## src/rtl/qa_capture_dump.sv

```systemverilog
`timescale 1ns/1ps
`default_nettype none
// ============================================================================
//  Module   : qa_capture_dump
//  Purpose  : Registered sample passthrough with a command-driven capture
//             buffer that can be dumped as a header + data message stream.
//             Supports keep-first and circular (keep-newest) capture.
//  Revision : 1.0  initial release
// ============================================================================
module qa_capture_dump #(
    parameter int WIDTH     = 32,
    parameter int MWIDTH    = 1,
    parameter int MSG_WIDTH = 32,
    parameter int DEPTH     = 64,
    parameter int WRAP      = 0
) (
    input  logic                 clk,
    input  logic                 rst_n,
    input  logic [WIDTH-1:0]     in_data,
    input  logic                 in_nd,
    input  logic [MWIDTH-1:0]    in_m,
    input  logic [MSG_WIDTH-1:0] in_msg,
    input  logic                 in_msg_nd,
    output logic [WIDTH-1:0]     out_data,
    output logic                 out_nd,
    output logic [MWIDTH-1:0]    out_m,
    output logic [MSG_WIDTH-1:0] out_msg,
    output logic                 out_msg_nd,
    output logic                 error
);

    localparam int c_addr_w = (DEPTH > 1) ? $clog2(DEPTH) : 1;
    localparam int c_cnt_w  = $clog2(DEPTH + 1);

    localparam logic [c_cnt_w-1:0] c_full    = c_cnt_w'(DEPTH);
    localparam logic [c_cnt_w-1:0] c_cnt_one = c_cnt_w'(1);

    localparam logic [1:0] c_st_idle    = 2'd0;
    localparam logic [1:0] c_st_capture = 2'd1;
    localparam logic [1:0] c_st_hdr     = 2'd2;
    localparam logic [1:0] c_st_data    = 2'd3;

    localparam logic [1:0] c_cmd_clear = 2'b00;
    localparam logic [1:0] c_cmd_arm   = 2'b01;
    localparam logic [1:0] c_cmd_dump  = 2'b10;

    logic [1:0]          r_state, w_state_nxt;
    logic [c_cnt_w-1:0]  r_count, w_count_nxt;
    logic [c_cnt_w-1:0]  r_left,  w_left_nxt;
    logic [c_addr_w-1:0] r_wptr,  w_wptr_nxt;
    logic [c_addr_w-1:0] r_rptr,  w_rptr_nxt;
    logic                w_wr_en;
    logic                w_error;
    logic [1:0]          w_cmd;

    logic [WIDTH-1:0]     r_buf [DEPTH];
    logic [WIDTH-1:0]     r_out_data;
    logic                 r_out_nd;
    logic [MWIDTH-1:0]    r_out_m;
    logic                 r_error;
    logic [MSG_WIDTH-1:0] w_msg;
    logic                 w_msg_nd;

    // Only the two command bits of the message word carry meaning.
    logic w_unused_msg;
    assign w_unused_msg = ^in_msg[MSG_WIDTH-3:0];

    assign w_cmd = in_msg[MSG_WIDTH-1 -: 2];

    // Next-state, capture-pointer and error decode for the capture/dump FSM.
    always_comb begin
        w_state_nxt = r_state;
        w_count_nxt = r_count;
        w_wptr_nxt  = r_wptr;
        w_rptr_nxt  = r_rptr;
        w_left_nxt  = r_left;
        w_wr_en     = 1'b0;
        w_error     = 1'b0;
        case (r_state)
            c_st_idle, c_st_capture: begin
                // A sample arriving with a command is captured first, so a
                // same-cycle DUMP includes it in the count.
                if (r_state == c_st_capture && in_nd) begin
                    if (WRAP != 0 || r_count != c_full) begin
                        w_wr_en    = 1'b1;
                        w_wptr_nxt = r_wptr + 1'b1;
                        if (r_count != c_full) begin
                            w_count_nxt = r_count + 1'b1;
                        end
                    end else begin
                        w_error = 1'b1;
                    end
                end
                if (in_msg_nd) begin
                    case (w_cmd)
                        c_cmd_clear: begin
                            w_count_nxt = '0;
                            w_wptr_nxt  = '0;
                            w_state_nxt = c_st_idle;
                        end
                        c_cmd_arm: begin
                            w_count_nxt = '0;
                            w_wptr_nxt  = '0;
                            w_state_nxt = c_st_capture;
                        end
                        c_cmd_dump: begin
                            w_state_nxt = c_st_hdr;
                        end
                        default: begin
                            w_error = 1'b1;
                        end
                    endcase
                end
            end
            c_st_hdr: begin
                // In a full circular buffer the write pointer marks the oldest sample.
                w_rptr_nxt  = (WRAP != 0 && r_count == c_full) ? r_wptr : '0;
                w_left_nxt  = r_count;
                w_state_nxt = (r_count == '0) ? c_st_idle : c_st_data;
                if (in_msg_nd) begin
                    w_error = 1'b1;
                end
            end
            c_st_data: begin
                w_rptr_nxt = r_rptr + 1'b1;
                w_left_nxt = r_left - 1'b1;
                if (r_left == c_cnt_one) begin
                    w_state_nxt = c_st_idle;
                end
                if (in_msg_nd) begin
                    w_error = 1'b1;
                end
            end
            default: begin
                w_state_nxt = c_st_idle;
            end
        endcase
    end

    // Control state, pointers, passthrough and error registers.
    always_ff @(posedge clk or negedge rst_n) begin
        if (!rst_n) begin
            r_state    <= c_st_idle;
            r_count    <= '0;
            r_left     <= '0;
            r_wptr     <= '0;
            r_rptr     <= '0;
            r_out_data <= '0;
            r_out_nd   <= 1'b0;
            r_out_m    <= '0;
            r_error    <= 1'b0;
        end else begin
            r_state    <= w_state_nxt;
            r_count    <= w_count_nxt;
            r_left     <= w_left_nxt;
            r_wptr     <= w_wptr_nxt;
            r_rptr     <= w_rptr_nxt;
            r_out_data <= in_data;
            r_out_nd   <= in_nd;
            r_out_m    <= in_m;
            r_error    <= w_error;
        end
    end

    // Capture buffer storage; contents are only meaningful up to count.
    always_ff @(posedge clk) begin
        if (w_wr_en) begin
            r_buf[r_wptr] <= in_data;
        end
    end

    // Dump stream word is a direct decode of the FSM state; zero when idle.
    always_comb begin
        w_msg    = '0;
        w_msg_nd = 1'b0;
        if (r_state == c_st_hdr) begin
            w_msg    = {2'b01, (MSG_WIDTH-2)'(r_count)};
            w_msg_nd = 1'b1;
        end else if (r_state == c_st_data) begin
            w_msg    = {2'b10, (MSG_WIDTH-2)'(r_buf[r_rptr])};
            w_msg_nd = 1'b1;
        end
    end

    assign out_data   = r_out_data;
    assign out_nd     = r_out_nd;
    assign out_m      = r_out_m;
    assign out_msg    = w_msg;
    assign out_msg_nd = w_msg_nd;
    assign error      = r_error;

endmodule
`default_nettype wire

```

## config.mk

```make
export PLATFORM = sky130hd
export DESIGN_NAME = qa_capture_dump
export DESIGN_NICKNAME = d
export VERILOG_FILES = /design/src/rtl/qa_capture_dump.sv
export SDC_FILE = /design/constraint.sdc
export NUM_CORES = 2
export LEC_CHECK = 0
export BUFFER_PORTS_ARGS = -buffer_cell sky130_fd_sc_hd__clkbuf_2
export CAP_MARGIN = 0
export CORE_ASPECT_RATIO = 0.5
export CORE_UTILIZATION = 31
export DETAILED_ROUTE_END_ITERATION = 6
export SLEW_MARGIN = 20
export SYNTH_ARGS = -nofsm -noshare
export SYNTH_HDL_FRONTEND = slang
export SYNTH_SLANG_ARGS = --single-unit
export TNS_END_PERCENT = 20
```

## constraint.sdc

```tcl
create_clock -name clk -period 3.65 [get_ports clk]
set_input_delay 0.365 -clock clk [delete_from_list [all_inputs] [get_ports clk]]
set_output_delay 0.365 -clock clk [all_outputs]
set_load 0.05 [all_outputs]
```

==> flow_summary.yaml <==
cells_and_area:
  nNetsFinal: 3962
  layout_commonest_cell: "edfxtp_1"
  layout.cells.non_filler: 7263
  final_cell_mix: "1920 x edfxtp_1, 484 x mux4_2, 229 x nand2_1"
  drive_gt1_share_pct: 33.2
  fin_area_sq_um: 90900
  area.growth.synth_to_final_pct: 19.8
  final_core_util_pct: 37.6
  fillerInstances: 21500
logic_synthesis:
  async_flop_share_pct: 3.18
  synth_seq_cells: 1983
  synth_nets: 3523
  yosysSeqAreaShare_pct: 78.1
  yosys_warnings: 0
  synth_flop_cell: "edfxtp_1"
  synth.avg_cell_area_sq_um: 22.0
  synth_cells: 3448
  netlist_area_sq_um: 75900
  synth_edf_count: 1920
  synth.distinct_cells: 49
global_route:
  grt_usage_pct: 16.1
  grt_pass1_wl_um: 285000
  grt_pass1_vias: 38400
  grt_overflow: 0
  grt_max_degree: 72
  antenna_found_initial: 11
hold_path:
  worstHoldPathType: "in -> reg"
  min_from: "in_data[2]"
  worst_hold_path.endpoint: "out_data[2]$_DFF_PN0_"
  holdPathStages: 1
placement:
  post-place-ws_ps: 85.9
  dpl_cell_area_sq_um: 83100
  gp_congestion: 0.835
  numPortBuffers: 106
  hpwl_um: 112000
  dp_cells: 6828
drt:
  avgRoutedWirePerCell_um: 27.9
  vias: 38300
  routed_wl_um: 203000
  wl_met3_um: 16800
  topRoutingLayerUsed: "met5"
  wl_met1_um: 82800
  drc: 0
  met2_length_um: 98200
  first_iter_violations: 4357
  ant_nets: 0
  viasPerCell: 5.27
  dr.pass1.iters: 5
timing:
  finalCriticalPeriod_ps: 3830
  max-slew-margin-rel_pct: 25.6
  fin_ws_ps: -179
  drv_slew: 0
  max_freq_mhz: 261
  finalCritPeriodShare_pct: 105
  fin_worst_skew_ps: 21.2
  tns_ps: -3180
  rsz0062_at_grt: "yes"
  worst_pin_slew_ps: 1120
  hold_viol: 0
  setup_viol: 28
pwr:
  power.density_nw_per_um2: 675
  vdd_drop_max_mv: 0.526
  leakagePower_uw: 0.0283
critical_path:
  end_kind: "output pin"
  arrival_ps: 3460
  required_ps: 3280
  timing.rr.end: "r_buf[56][17]$_DFFE_PP_"
  crit_fanout: 7
  rr_startpoint: "r_count[0]$_DFFE_PN0N_"
  r2r_cells: 8
  path_class: "reg -> out"
  startpoint: "r_rptr[0]$_DFFE_PN0P_"
  start_kind: "flip-flop"
  r2r_slack_ps: 590
run_status:
  status: "complete, but fails checks"
  violations: "setup timing"
clocking:
  clockRootBuffer: "clkbuf_16"
  h-tree-depth: 4
  cts_tree: "done"
  cts_max_path_buffers: 3
  clk-insertion-delay-late_ps: 810
  cts_buffers: 189
  cts.sinks: 1983
  cts.clk_slew.worst_paths_ps: 60
die:
  rows: 127
  die_w_um: 702
  dieArea_sq_um: 247000
  start_util_pct: 31.4
  pin_count: 137
  die_h_um: 352
  core_area_sq_um: 242000
job:
  cap_violations: 0
per-stage QoR:
stage	hold WS, ps	total power (uW)
6_report	22.7	61300
2_1_floorplan	69.4	35200
3_5_place_dp	447	40600
4_1_cts	36.1	60800
5_1_grt	17.0	63300
3_3_place_gp	414	40500
area by class of cell:
type / count / area, sq um / area share, %
clock buffer: 239 / 5060 / 5.57
inverter: 11 / 53.8 / 0.0592
clock inverter: 101 / 895 / 0.984
tap: 3225 / 4040 / 4.44
timing repair buffer: 441 / 4950 / 5.45
sequential: 1983 / 59200 / 65.2
multi-input combinational: 1261 / 16700 / 18.3
antenna: 2 / 5.00 / 0.00551
report_power, final:
| part | switching, uW | leakage [uW] | internal [uW] | total, uW |
|---|---|---|---|---|
| logic | 8890 | 0.00735 | 7780 | 16700 |
| clock network | 8270 | 0.00291 | 10900 | 19200 |
| registers | 250 | 0.0180 | 25300 | 25500 |
per-layer routing:
metal  vias up  GRT usage, %
met2      1785          26.5
met1     20800          22.0
met4         2          4.56
met3       281          2.97
li1      15400             -
met5         -             0
kinds of logic after synthesis:
logic type,share of synthesized area [%]
compound gates,1.90
xor+xnor,0.115
fa+ha+maj,0.0989
buf+inv,1.39
flops,78.1
mux,16.0
simple gates,2.46
flip-flops by register name, summed over array words and instances (netlist names):
register	flops
error	1
out_data	32
out_m	1
out_nd	1
r_buf	1920
r_count	7
r_left	7
r_rptr	6
r_state	2
r_wptr	6
repair_timing:
item | 4_1_cts | 5_1_grt
pin swaps | 12 | 25
hold buffers | 12 | 1
buffers inserted | 14 | 54
endpoints found under the setup margin | 30 | 30
gates cloned | 9 | 3
hold endpoints to repair | 38 | 1
resized for setup | 136 | 58
critical path, cell delays in order, from the launching register on:
cell     delay [ps]
dfrtp_4         570
buf_8           190
buf_12          150
buf_6           110
buf_12          120
mux4_2          500
mux4_2          550
o21ai_2         170
o21ai_2         110
buf_12          180
worst max-delay path by stage:
| stage | slack (ps) | end | cells past startpoint |
|---|---|---|---|
| final | -180 | out_msg[11] | 9 |
| after global routing | -300 | out_msg[0] | 8 |
| after CTS | -270 | out_msg[5] | 8 |
| after detailed placement | 90 | out_msg[10] | 10 |
| after global placement | 110 | out_msg[10] | 10 |
| after floorplan | 340 | r_buf[59][0]$_DFFE_PP_ | 6 |
synth_stat cells (2+ instances only):
cell type,n,area [sq um]
buf_6,8,90.1
buf_1,20,75.1
clkbuf_1,77,289
xor2_1,6,52.6
nand3_1,60,300
a21oi_1,17,85.1
mux4_2,484,10900
and3_1,2,12.5
nand4_1,12,75.1
o22ai_1,9,56.3
a22o_1,7,61.3
a31oi_1,4,25.0
a221oi_1,2,17.5
o2111ai_1,2,17.5
mux2i_1,111,1110
edfxtp_1,1920,57700
or3_1,6,37.5
o21ai_0,47,235
dfrtp_1,63,1580
o211ai_1,8,60.1
buf_4,43,323
o21ai_1,2,10.0
nand2_1,237,890
nor2b_1,7,43.8
a32oi_1,88,771
inv_1,10,37.5
o2bb2ai_1,2,17.5
or2_2,3,18.8
mux2_2,10,113
nand3b_1,3,22.5
o21a_1,2,15.0
a221o_1,2,20.0
buf_2,44,220
nand2b_1,9,56.3
ha_1,6,75.1
nor2_1,94,353
nor3_1,6,30.0
xnor2_1,4,35.0
Note: power is estimated with default switching activity, not from simulation.
